$ cat src/rtl/fetch_unit.sv
`default_nettype none
// ============================================================================
//  Module   : fetch_unit
//  Purpose  : Single-outstanding instruction fetch with next-pc selection for
//             jumps, jr and branches. Optional alignment fault checking is
//             enabled with the FETCH_ALIGN_CHECK_EN macro.
//  Revision : 1.0  initial release
// ============================================================================
module fetch_unit #(
    parameter logic [31:0] RESET_PC = 32'h0000_0000
) (
    input  logic        clk,
    input  logic        rst_n,
    output logic        imem_req,
    output logic [31:0] imem_addr,
    input  logic        imem_ack,
    input  logic [31:0] imem_rdata,
    output logic [31:0] instr,
    output logic        instr_valid,
    input  logic        instr_ready,
    input  logic [1:0]  jmp,
    input  logic        branch,
    input  logic        branch_cond,
    input  logic [31:0] jr_target,
    output logic [31:0] pc,
    output logic [31:0] pc_plus4,
    output logic        fault
);

    typedef enum logic [1:0] {
        S_REQ      = 2'd0,
        S_WAIT_DEC = 2'd1,
        S_FAULT    = 2'd2
    } state_t;

    state_t      r_state;
    state_t      w_state_nxt;
    logic [31:0] r_pc;
    logic [31:0] w_pc_nxt;
    logic [31:0] r_instr;
    logic [31:0] w_instr_nxt;
    logic [31:0] w_target;
    logic        r_run;

    assign pc_plus4 = r_pc + 32'd4;

    always_comb begin
        w_target = pc_plus4;
        if (jmp == 2'b01 || jmp == 2'b10) begin
            w_target = {pc_plus4[31:28], r_instr[25:0], 2'b00};
        end else if (jmp == 2'b11) begin
            w_target = jr_target;
        end else if (branch && branch_cond) begin
            w_target = pc_plus4 + {{14{r_instr[15]}}, r_instr[15:0], 2'b00};
        end
    end

    always_comb begin
        w_state_nxt = r_state;
        w_pc_nxt    = r_pc;
        w_instr_nxt = r_instr;
        case (r_state)
            S_REQ: begin
                // r_run masks the first cycle after reset so a late ack from an
                // abandoned request cannot be mistaken for a new fetch.
                if (r_run && imem_ack) begin
                    w_instr_nxt = imem_rdata;
                    w_state_nxt = S_WAIT_DEC;
                end
            end
            S_WAIT_DEC: begin
                if (instr_ready) begin
`ifdef FETCH_ALIGN_CHECK_EN
                    w_pc_nxt    = w_target;
                    w_state_nxt = (w_target[1:0] != 2'b00) ? S_FAULT : S_REQ;
`else
                    w_pc_nxt    = w_target & ~32'h0000_0003;
                    w_state_nxt = S_REQ;
`endif
                end
            end
            S_FAULT: begin
                w_state_nxt = S_FAULT;
            end
            default: begin
                w_state_nxt = S_REQ;
            end
        endcase
    end

    always_ff @(posedge clk) begin
        if (!rst_n) begin
            r_state <= S_REQ;
            r_pc    <= RESET_PC;
            r_instr <= 32'h0;
            r_run   <= 1'b0;
        end else begin
            r_state <= w_state_nxt;
            r_pc    <= w_pc_nxt;
            r_instr <= w_instr_nxt;
            r_run   <= 1'b1;
        end
    end

    assign imem_req    = (r_state == S_REQ) && r_run;
    assign imem_addr   = r_pc;
    assign instr       = r_instr;
    assign instr_valid = (r_state == S_WAIT_DEC);
    assign pc          = r_pc;

`ifdef FETCH_ALIGN_CHECK_EN
    assign fault = (r_state == S_FAULT);
`else
    assign fault = 1'b0;
`endif

endmodule
`default_nettype wire

$ cat config.mk
export PLATFORM = sky130hd
export DESIGN_NAME = fetch_unit
export DESIGN_NICKNAME = d
export VERILOG_FILES = /design/src/rtl/fetch_unit.sv
export SDC_FILE = /design/constraint.sdc
export NUM_CORES = 1
export LEC_CHECK = 0
export CORE_MARGIN = 4
export CORE_UTILIZATION = 46
export DETAILED_ROUTE_END_ITERATION = 16
export GPL_TIMING_DRIVEN = 0
export MAX_ROUTING_LAYER = met4
export PLACE_DENSITY = 0.84
export SLEW_MARGIN = 0
export SYNTH_ARGS = -nofsm -noshare
export SYNTH_HDL_FRONTEND = slang
export SYNTH_SLANG_ARGS = --single-unit
$ cat constraint.sdc
create_clock -name clk -period 4 [get_ports clk]
set_input_delay 0.4 -clock clk [delete_from_list [all_inputs] [get_ports clk]]
set_output_delay 0.4 -clock clk [all_outputs]
set_load 0.005 [all_outputs]
==> flow_summary.yaml <==
clock_network:
  clk_latency_ps: 340
  cts_tree: "yes"
  root_buffer: "clkbuf_16"
  clk_path_buf_depth: 2
  clkTransAtPathRegs_ps: 60
  cts_max_level: 3
  cts_buffers: 9
  cts_sinks: 65
  ctsHoldBuffers: 0
timing:
  finalCritPeriodShare_pct: 97.81
  worst_slew_pin_slew_ps: 1109
  setup_viol: 0
  max_slew_margin_pct: 25.97
  final_hold_viol_count: 0
  fmaxAchievable_mhz: 255.6
  drv_slew: 0
  finClkSkew_ps: 5.943
  period_minus_slack_ps: 3912
min_path:
  hold-path-cell-count: 2
  holdPathEnd: "instr[26]"
  hold_start: "instr[26]"
  min_path_type: "reg2reg"
yosys:
  ys_types: 76
  netlist.area_leader.share_pct: 22.91
  synth_top_family_by_area: "compound AO/OA/AOI/OAI gates"
  ys_warn_count: 0
  yosys-top-cells-area: "dfxtp_1 (23%), nand2_1 (8.5%), ha_1 (8.1%)"
  synthAdderAreaFrac_pct: 8.502
  synth_edf_count: 0
  synth-compound-area-share_pct: 28.68
  ys_seq_elements: 65
  syn_area_per_cell_um2: 7.387
  synth_seq_area_share_pct: 22.91
  netlist_area_um2: 5680
  synth-async-reset-ratio_pct: 0
  netlist_instances: 769
  synth_simple_gate_area_share_pct: 23.52
  yosys.area_share.xor_xnor_pct: 7.093
  synth.area.mux_share_pct: 0.5286
  yosysTopAreaCell: "dfxtp_1"
  synth_flop_cell: "dfxtp_1"
layout:
  nNetsFinal: 1094
  syn2layout_area_growth_pct: 47.40
  antennaDiodeCount: 0
  instances_no_fill: 1157
  utilization_pct: 69.42
  drive_gt1_share_pct: 11.73
floorplan:
  die_h_um: 119.1
  rows: 40
  die_w_um: 119.1
  dieArea_um2: 14190
  core_um2: 12060
  start_util_pct: 47.10
  ios: 203
placement:
  dp.cells: 1136
  gp_congestion: 0.9787
  port_buffers: 193
  post-dp-hpwl_um: 17170
grt:
  grtUsageTotal_pct: 31.15
  grt_pass1_wl_um: 34180
  grt_max_degree: 25
  grt_pass1_vias: 6348
  antenna_found_initial: 0
  overflow: 0
route:
  drtIter0Drc: 867
  final_antenna_net_count: 0
  wl_um: 22430
  vias: 6770
  route.detailed.drc: 0
  routed_via_density: 5.851
  dr.pass1.iters: 6
  wl_per_cell_um: 19.39
pwr:
  vdd_drop_max_mv: 0.2355
  pwr_density_cell_nw_per_um2: 244.5
  p_total_uw: 2047
  power.leakage_uw: 0.003426
worst_setup_path:
  crit_path_max_fanout: 7
  ff2ff_setup_slack_ps: 90
  worstSetupPathType: "reg2reg"
  start_kind: "register"
  critPathCaptureType: "register"
  critical_path_arrival_ps: 4140
  required_ps: 4230
  rr_worst_depth: 16
  worstReg2RegEnd: "imem_addr[27]"
  r2r_start: "imem_addr[3]"
job:
  maxCapViolations: 0
status:
  status: "finished, final reports clean"
logic make-up (layout without fill, tap and decap cells):
family | Yosys count | after routing
and+or+nand+nor | 292 | 292
other | 1 | 7
AOI/OAI and AO/OA | 234 | 234
DFF | 65 | 65
xor gates and xnor gates | 46 | 46
adders and majority gates | 38 | 38
buffers and inverters | 90 | 304
muxes | 3 | 3
Yosys cell counts, types with 3 or more instances:
library cell	instances
nand2b_1	9
o21ai_1	4
o21ai_0	43
a31oi_1	7
a32o_1	3
nor2_1	50
a221oi_1	5
nand3_1	32
nor2b_1	7
a21boi_0	36
o311ai_0	3
dfxtp_1	65
and3_1	7
and4_1	3
mux2i_1	3
buf_2	5
o221ai_1	3
a211oi_1	15
xnor2_1	27
o211a_1	5
or2_2	3
nor3_1	17
o211ai_1	10
a21oi_1	47
xor2_1	19
inv_1	14
nand2_1	129
a21o_1	10
ha_1	37
nor4_1	3
a31o_2	3
o21a_1	4
a211o_1	3
buf_4	37
clkbuf_1	30
o21bai_1	3
and2_1	7
nand4_1	14
worst max-delay path: stages, from the launching register on:
cell      delay [ps]
dfxtp_2          400
ha_1             230
nand3_2          190
nor3_4           230
nand3_2          180
nor2_2           190
xor2_2           260
ha_1             280
buf_2            170
a21oi_1          220
o21ai_2          130
a22o_1           260
and3b_1          200
a211oi_2         210
xor2_1           180
o211ai_1         160
a31o_2           310
how the worst max path moves through the flow:
stage,from,to,cells past startpoint
after floorplan,imem_addr[2],imem_addr[27],16
after global placement,imem_addr[2],imem_addr[27],16
after detailed placement,imem_addr[2],imem_addr[27],16
after CTS,imem_addr[4],imem_addr[27],13
after global routing,imem_addr[3],imem_addr[27],16
final,imem_addr[3],imem_addr[27],16
placed cells by master, fill, tap and decap left out, drive strengths merged, types with 17 or more instances in the layout:
| cell type | instances |
|---|---|
| a211oi | 17 |
| a21boi | 36 |
| a21oi | 47 |
| buf | 50 |
| clkbuf | 40 |
| clkdlybuf4s50 | 193 |
| dfxtp | 65 |
| ha | 37 |
| nand2 | 129 |
| nand3 | 32 |
| nor2 | 50 |
| nor3 | 17 |
| o21ai | 47 |
| xnor2 | 27 |
| xor2 | 19 |
cell type report:
| class | instances | area [µm²] |
|---|---|---|
| multi-input cells | 620 | 4051 |
| fillers | 1019 | 3689 |
| repair buffers | 198 | 1969 |
| flip-flops and latches | 65 | 1320 |
| plain buffers | 76 | 441.7 |
| clock buffers | 9 | 225.2 |
| well taps | 168 | 210.2 |
| clock inverters | 7 | 102.6 |
| inverters | 14 | 52.55 |
sequential cells by signal, summed over array words and instances, names as in the netlist:
| register | cells |
|---|---|
| r_state | 2 |
| r_run | 1 |
| instr | 32 |
| imem_addr | 30 |
metal layers:
| metal | vias to the layer above | wire, µm | GRT usage, % |
|---|---|---|---|
| met4 | 0 | 654 | 9.920 |
| met5 | - | 0 | - |
| met2 | 436 | 10090 | 47.79 |
| met3 | 63 | 2516 | 6.885 |
| li1 | 3174 | - | - |
| met1 | 3097 | 9166 | 40.92 |
where the power goes:
part | total [µW] | leakage [µW] | switching [µW] | internal [µW]
combinational | 450 | 0.00273 | 223 | 227
clock | 884 | 0.000157 | 331 | 552
sequential | 713 | 0.000535 | 40.6 | 672
through the flow:
| stage | hold WS [ps] | instance area [µm²] | setup WS (ps) | TNS [ps] |
|---|---|---|---|---|
| floorplan | 427.7 | 5703 | 307.6 | 0 |
| global placement | 448.6 | 7845 | -470.9 | -1403 |
| detailed placement | 456.0 | 7845 | -457.8 | -1380 |
| CTS | 463.4 | 8229 | 44.75 | 0 |
| global route | 482.7 | 8373 | -59.29 | -87.71 |
| finish | 462.0 | 8373 | 87.75 | 0 |
repair_timing:
action	4_1_cts	5_1_grt
gates resized for setup	10	30
setup buffers	1	4
setup endpoints to repair	6	8
pin swaps	1	4
No activity file was read; power rests on OpenSTA's default activity.
